<file path="config.mk">
export PLATFORM = sky130hd
export DESIGN_NAME = bus_arbiter_2m
export DESIGN_NICKNAME = d
export VERILOG_FILES = /design/src/rtl/bus_arbiter_2m_pkg.sv /design/src/rtl/arb_hold_cnt.sv /design/src/rtl/bus_arbiter_2m.sv
export SDC_FILE = /design/constraint.sdc
export NUM_CORES = 1
export LEC_CHECK = 0
export ABC_AREA = 1
export BUFFER_PORTS_ARGS = -buffer_cell sky130_fd_sc_hd__buf_2
export CORE_ASPECT_RATIO = 0.5
export CORE_MARGIN = 1
export CORE_UTILIZATION = 30
export CTS_BUF_LIST = sky130_fd_sc_hd__clkbuf_4
export DETAILED_ROUTE_END_ITERATION = 7
export PLACE_DENSITY = 0.52
export SYNTH_ARGS = -nofsm -noshare
export SYNTH_HDL_FRONTEND = slang
export SYNTH_SLANG_ARGS = --single-unit
</file>
<file path="constraint.sdc">
create_clock -name clk -period 2.3 [get_ports clk]
set_clock_uncertainty 0.15 [all_clocks]
set_input_delay 0.23 -clock clk [delete_from_list [all_inputs] [get_ports clk]]
set_output_delay 0.23 -clock clk [all_outputs]
set_load 0.02 [all_outputs]
</file>
<file path="src/rtl/bus_arbiter_2m_pkg.sv">
// Shared definitions for the two-master bus arbiter: FSM state encoding and
// master index constants.
package bus_arbiter_2m_pkg;

   typedef enum logic [1:0] {
      IDLE = 2'b00,
      GNT0 = 2'b01,
      GNT1 = 2'b10
   } arb_state_t;

   localparam logic M0 = 1'b0;
   localparam logic M1 = 1'b1;

endpackage

</file>
<file path="src/rtl/arb_hold_cnt.sv">
// Saturating hold counter: counts the cycles an owner keeps the bus while the
// other master waits; tc flags the last cycle before preemption.
module arb_hold_cnt #(
   parameter int MAX_HOLD = 16,
   parameter int CNT_W    = 8
) (
   input  logic clk,
   input  logic reset_n,
   input  logic clr,
   input  logic en,
   output logic tc
);

   localparam logic [CNT_W-1:0] CNT_MAX = '1;
   localparam logic [CNT_W-1:0] TC_VAL  = (MAX_HOLD == 0) ? '0 : CNT_W'(MAX_HOLD - 1);

   logic [CNT_W-1:0] cnt;

   always_ff @(posedge clk or negedge reset_n) begin
      if (!reset_n) begin
         cnt <= '0;
      end else if (clr) begin
         cnt <= '0;
      end else if (en && (cnt != CNT_MAX)) begin
         cnt <= cnt + 1'b1;
      end
   end

   // MAX_HOLD of zero turns preemption off entirely.
   assign tc = (MAX_HOLD != 0) && (cnt == TC_VAL);

endmodule

</file>
<file path="src/rtl/bus_arbiter_2m.sv">
// Two-master bus arbiter: round-robin on ties from idle, direct handoff when
// the owner drops its request, and bounded hold time while the other waits.
module bus_arbiter_2m
   import bus_arbiter_2m_pkg::*;
#(
   parameter int MAX_HOLD = 16,
   parameter int CNT_W    = 8
) (
   input  logic       clk,
   input  logic       reset_n,
   input  logic       m0_req,
   input  logic       m1_req,
   output logic       m0_grant,
   output logic       m1_grant,
   output logic       m_sel,
   output logic       busy,
   output logic       preempt,
   output arb_state_t state_dbg
);

   arb_state_t state, state_next;
   logic       last_q;
   logic       m_sel_q;
   logic       preempt_q, preempt_next;
   logic       other_req;
   logic       hold_clr, hold_tc;

   always_ff @(posedge clk or negedge reset_n) begin
      if (!reset_n) begin
         state     <= IDLE;
         last_q    <= M1;
         m_sel_q   <= M0;
         preempt_q <= 1'b0;
      end else begin
         state     <= state_next;
         preempt_q <= preempt_next;
         // In IDLE both last_q and m_sel_q hold, so the mux never glitches.
         if (state_next == GNT0) begin
            last_q  <= M0;
            m_sel_q <= M0;
         end else if (state_next == GNT1) begin
            last_q  <= M1;
            m_sel_q <= M1;
         end
      end
   end

   always_comb begin
      state_next   = state;
      preempt_next = 1'b0;
      other_req    = 1'b0;
      case (state)
         IDLE: begin
            if (m0_req && m1_req) begin
               state_next = (last_q == M0) ? GNT1 : GNT0;
            end else if (m0_req) begin
               state_next = GNT0;
            end else if (m1_req) begin
               state_next = GNT1;
            end
         end
         GNT0: begin
            other_req = m1_req;
            if (!m0_req) begin
               state_next = m1_req ? GNT1 : IDLE;
            end else if (m1_req && hold_tc) begin
               state_next   = GNT1;
               preempt_next = 1'b1;
            end
         end
         GNT1: begin
            other_req = m0_req;
            if (!m1_req) begin
               state_next = m0_req ? GNT0 : IDLE;
            end else if (m0_req && hold_tc) begin
               state_next   = GNT0;
               preempt_next = 1'b1;
            end
         end
         default: state_next = IDLE;
      endcase
   end

   assign hold_clr = (state_next != state) || !other_req;

   arb_hold_cnt #(
      .MAX_HOLD (MAX_HOLD),
      .CNT_W    (CNT_W)
   ) u_hold_cnt (
      .clk     (clk),
      .reset_n (reset_n),
      .clr     (hold_clr),
      .en      (other_req),
      .tc      (hold_tc)
   );

   assign m0_grant  = (state == GNT0);
   assign m1_grant  = (state == GNT1);
   assign busy      = (state != IDLE);
   assign m_sel     = m_sel_q;
   assign preempt   = preempt_q;
   assign state_dbg = state;

endmodule

</file>
# == Word level (Yosys, flattened, before mapping) ==
# Index checks and enable logic that the tools add are counted.
# word_totals
ff_bits,13
in_bits,4
output_inout_bits,7
word_cells,44
# op_classes
mux,21
addsub,1
eq_ne,7
n_reduce_logical,10
# op_table
operator,n
2-bit 2-to-1 mux,9
8-bit 2-to-1 mux,2
"8-bit by 1-bit adder with 8-bit output, second input constant",1
"8-bit by 4-bit == test with 1-bit output, second input constant",1
"8-bit inequality test, second input constant",1
1-bit 2-to-1 mux,7
2-bit case mux with 3 select lines,1
2-bit nonzero test,3
"2-bit by 1-bit == test with 1-bit output, second input constant",2
"2-bit == test, second input constant",2
1-bit logical AND,4
1-bit case mux with 2 select lines,2
2-bit logical NOT,1
2-bit inequality test,1
1-bit logical NOT,1
1-bit logical OR,1

# == Depth between registers and ports, before layout ==
# depth
ltp_word,8
mapped_depth,12
mapped_depth_nobuf,12

# == Modules after synthesis ==
# From an unflattened synthesis, not the netlist that was laid out.
# unflattened
hier_cells,134
area_unflattened_um2,952.2
# by_module_without_submodules
module,seq_area_each_um2,n_inst,cells_per_inst,area_per_inst_um2
arb_hold_cnt,200.2,1,74,524.3
bus_arbiter_2m,126.4,1,60,427.9

# == Worst setup path after synthesis ==
# No wires, ideal clock.
# synth_timing
path_kind,flip-flop to flip-flop
from,register state[1] (netlist: state_dbg[1])
to,register m_sel_q (netlist: m_sel)
path_stages_with_launch,12
n_path_buf,0
period_less_slack_ns,2.268
arrival_ns,2.053
setup_time_ns,0.065
path_slack_ns,0.032
t_required_ns,2.085
cell_sequence,dfrtp_1 inv_1 ha_1 inv_1 nor3_1 a21oi_1 nand2_1 nand2_1 inv_1 ha_1 or2_2 nand2_1
# synth_between
elab_cells_between_ends,15
cone_classes,eq/ne (4); mux (9); reduce/logical (2)
# synth_rtl
element,line_no,rtl
"start, declared",bus_arbiter_2m.sv:21,"arb_state_t state, state_next;"
"start signal, assigned",bus_arbiter_2m.sv:35,state <= state_next;
2-bit by 1-bit == test with 1-bit output (*),n/a,
net m0_grant,bus_arbiter_2m.sv:13,"output logic m0_grant,"
2-bit case mux with 3 select lines (*),bus_arbiter_2m.sv:52,case (state)
net state_next[0],bus_arbiter_2m.sv:21,
2-bit by 1-bit == test with 1-bit output / 2-bit == test (equally long branches),"bus_arbiter_2m.sv:38, bus_arbiter_2m.sv:41",
1-bit 2-to-1 mux / 2-bit nonzero test (equally long branches),n/a,
"end signal, assigned",bus_arbiter_2m.sv:32,m_sel_q <= M0;
"end signal, assigned",bus_arbiter_2m.sv:40,m_sel_q <= M0;
"end signal, assigned",bus_arbiter_2m.sv:43,m_sel_q <= M1;
"end, declared",bus_arbiter_2m.sv:23,logic m_sel_q;
# The timed path passes the listed nets; every way through them passes the cells marked *.
# A chain may end at the register's enable or synchronous reset.

# == Worst setup path in the final report ==
# layout_timing
from,register state[0] (netlist: state_dbg[0])
to,register m_sel_q (netlist: m_sel)
# layout_between
elab_chain_cells,6
elab_cells_between_ends,15
cone_classes,eq/ne (4); mux (9); reduce/logical (2)
# layout_lines
element,line_no,rtl
2-bit 2-to-1 mux,bus_arbiter_2m.sv:58,end else if (m1_req) begin
2-bit 2-to-1 mux,bus_arbiter_2m.sv:56,end else if (m0_req) begin
2-bit 2-to-1 mux,bus_arbiter_2m.sv:54,if (m0_req && m1_req) begin
2-bit case mux with 3 select lines (*),bus_arbiter_2m.sv:52,
2-bit by 1-bit == test with 1-bit output / 2-bit == test (equally long branches),"bus_arbiter_2m.sv:38, bus_arbiter_2m.sv:41",
1-bit 2-to-1 mux / 2-bit nonzero test (equally long branches),n/a,
# Every way passes the cells marked *; elsewhere a longest branch is shown, timed or not.

==> reports/results.ini <==
[cts]
clk_latency_ps = 280
clock-sinks = 13
tritoncts = built
cts_buffers = 3
root_buffer = clkbuf_4
h-tree-depth = 1
clk_pin_slew_ps = 90
clockBufferDepth = 2

[setup_path]
worst-path-buf-inv = 2
slowest_delay_ps = 470
start_kind = flop
crit_arrival_ps = 2200
rrSetupSlack_ps = 170
cp-end-kind = flop
crit_type = reg2reg
cpMaxStageDelayCell = dfrtp_2
crit_cells = 10
reg2regPathDepth = 10
critical_path.top_delay_family = simple AND/OR/NAND/NOR gates
path_cells = inv_2, ha_1, inv_1, nor3_2, a21oi_1, nand2_1, nand2_2, ha_1, or2_2, nand2_1
crit_required_ps = 2370
crit_fanout = 6

[global_route]
grt_pass1_wl_mm = 2.780
grt_max_degree = 14
antenna_found_initial = 0
grt_overflow = 0
grt_use_total = 0.1228
grt_pass1_vias = 622

[timing]
rsz0062_at_grt = no
final_hold_viol_count = 0
finalCritPeriodShare = 0.9262
finalSetupViolCount = 0
relSlewSlack = 0.7697
tns_ps = 0
fmax_mhz = 469.4
min_period_ps = 2130
worst_pin_slew_ps = 341.8
maxSlewViolCount = 0

[yosys]
synth_largest_area_cell = dfrtp_1
synth_top_cells_by_area = dfrtp_1, nand2_1, ha_1
synth.most_common_cell = nand2_1
ys_top_cells_by_count = nand2_1, nor2_1, inv_1, dfrtp_1
synth_top_area_frac = 0.3550
async_flop_share = 1.000
synth-seq-cells = 13
syn_avg_cell_area_um2 = 7.355
synth-main-ff-cell = dfrtp_1
synth_nets = 125
syn_inst = 115
ys_seq_area_frac = 0.3861
ys_warn_count = 0
synth_area_um2 = 845.8
netlist-cell-type-count = 20
synth_edf_count = 0

[power_and_ir_drop]
vdd_drop_max_uv = 442.6
combPwrFrac = 0.541
seqPwrFrac = 0.317
leakagePower_nw = 0.4917
internal-power_mw = 0.5340
power_frac_clock = 0.142
cellPowerDensity_nw_per_um2 = 984.9
netSwitchingPower_mw = 0.4567
switching_share = 0.4610

[cells_and_area]
nNetsFinal = 143
area_growth_pct = 18.93
layout.cell_area.non_filler_um2 = 1006
nFillCells = 288
seq_area_um2 = 327.8
multi_input_area_um2 = 469.2
drive_gt1_frac = 0.2197
diodes = 0

[die]
die_area_um2 = 3049
rows = 13
die_h_um = 39.55
start_util = 0.3210
fp.coreArea_um2 = 2635
ios = 11
die_w_um = 77.09

[routing]
initialDrtViolationCount = 60
routed_wl_mm = 1.710
num_vias = 743
antenna_left = 0
via_per_inst = 4.396
dr.pass1.iters = 4
drc_errors = 0
avgRoutedWirePerCell_um = 10.12

[placement]
place_congestion = 0.8298
placed_area_um2 = 949.7
dp.final_hpwl_mm = 1.353
io_buffer_count = 10

[worst_hold_path]
holdCritPathClass = in2reg
holdPathStages = 3

[job]
drv_cap = 0

[run_status]
outcome = finished, final reports clean

-- worst paths after layout --
check / from / to
worst min-delay path: m0_req / preempt
worst min register to register: m_sel / m_sel
worst max-delay path: state_dbg[0] / m_sel
max in group asynchronous: reset_n / last_q
worst max register to register: state_dbg[0] / m_sel
min in group asynchronous: reset_n / u_hold_cnt.cnt[0]
-- cell usage in the layout, fill, tap and decap left out, drive strengths merged --
| master | Yosys | final |
|---|---|---|
| buf | 0 | 12 |
| or2 | 1 | 1 |
| clkbuf | 0 | 3 |
| nor2 | 21 | 21 |
| nor3 | 2 | 2 |
| a21oi | 6 | 6 |
| nand4 | 2 | 2 |
| xor2 | 1 | 1 |
| dfstp | 1 | 1 |
| ha | 6 | 6 |
| nand3 | 7 | 7 |
| dlygate4sd3 | 0 | 1 |
| o21ai | 6 | 6 |
| nand2 | 31 | 31 |
| a211oi | 1 | 1 |
| dfrtp | 12 | 12 |
| xnor2 | 2 | 2 |
| inv | 16 | 16 |
| clkinv | 0 | 1 |
-- flip-flops by register name (all words and copies together) (netlist names) --
signal and cells:
u_hold_cnt.cnt 8, preempt 1, state_dbg 2, last_q 1
m_sel 1
-- through the flow --
step | hold slack (ps) | setup slack (ps) | power (mW) | util | instances
after global routing | 139.5 | 21.69 | 1.081 | 0.3818 | 169
after global placement | -10.90 | 46.31 | 0.8452 | 0.3604 | 163
after CTS | 118.8 | 39.38 | 0.9906 | 0.3746 | 168
after floorplan | -215.6 | 32.18 | 0.7038 | - | 115
after detailed placement | -8.012 | 73.55 | 0.8430 | 0.3604 | 163
final | 131.4 | 169.6 | 0.9907 | 0.3818 | 169
-- cell families after synthesis --
group | synth area share
buf+inv | 0.07100
xor+xnor | 0.03107
compound gates | 0.07989
flops | 0.3861
fa+ha+maj | 0.08876
simple gates | 0.3432
-- worst reg2reg max path, stage by stage (launching register included) --
cell and delay, ps:
dfrtp_2 470, inv_2 120, ha_1 190, inv_1 80, nor3_2 150, a21oi_1 80
nand2_1 90, nand2_2 80, ha_1 310, or2_2 290, nand2_1 60
-- metal layers --
layer	GRT usage	wire length [um]	vias to the layer above
met5	0	0	-
met4	0.02830	0	0
met3	0.03488	61	0
met2	0.2009	725	12
met1	0.1628	922	334
li1	-	-	397
-- layout make-up --
type	instances	share of cell area
inverters	16	0.05970
multi-input cells	86	0.4664
clock inverters	1	0.004975
clock buffers	3	0.02239
flip-flops and latches	13	0.3259
well taps	37	0.04602
repair buffers	13	0.07463
-- what timing repair did --
| item | CTS | global route |
|---|---|---|
| endpoints found under the hold margin | 13 | 0 |
| gates resized for setup | 0 | 4 |
| hold buffers | 1 | 0 |
| setup buffers | 0 | 1 |
| setup endpoints to repair | 0 | 2 |
-- power by group through the flow --
| stage | clock [mW] | combinational [mW] | sequential, mW |
|---|---|---|---|
| after global placement | 0 | 0.526 | 0.319 |
| after detailed placement | 0 | 0.525 | 0.318 |
| after global routing | 0.159 | 0.603 | 0.320 |
| final | 0.141 | 0.536 | 0.315 |
| after CTS | 0.149 | 0.528 | 0.314 |
| after floorplan | 0 | 0.359 | 0.345 |
No activity file was read; power rests on OpenSTA's default activity.
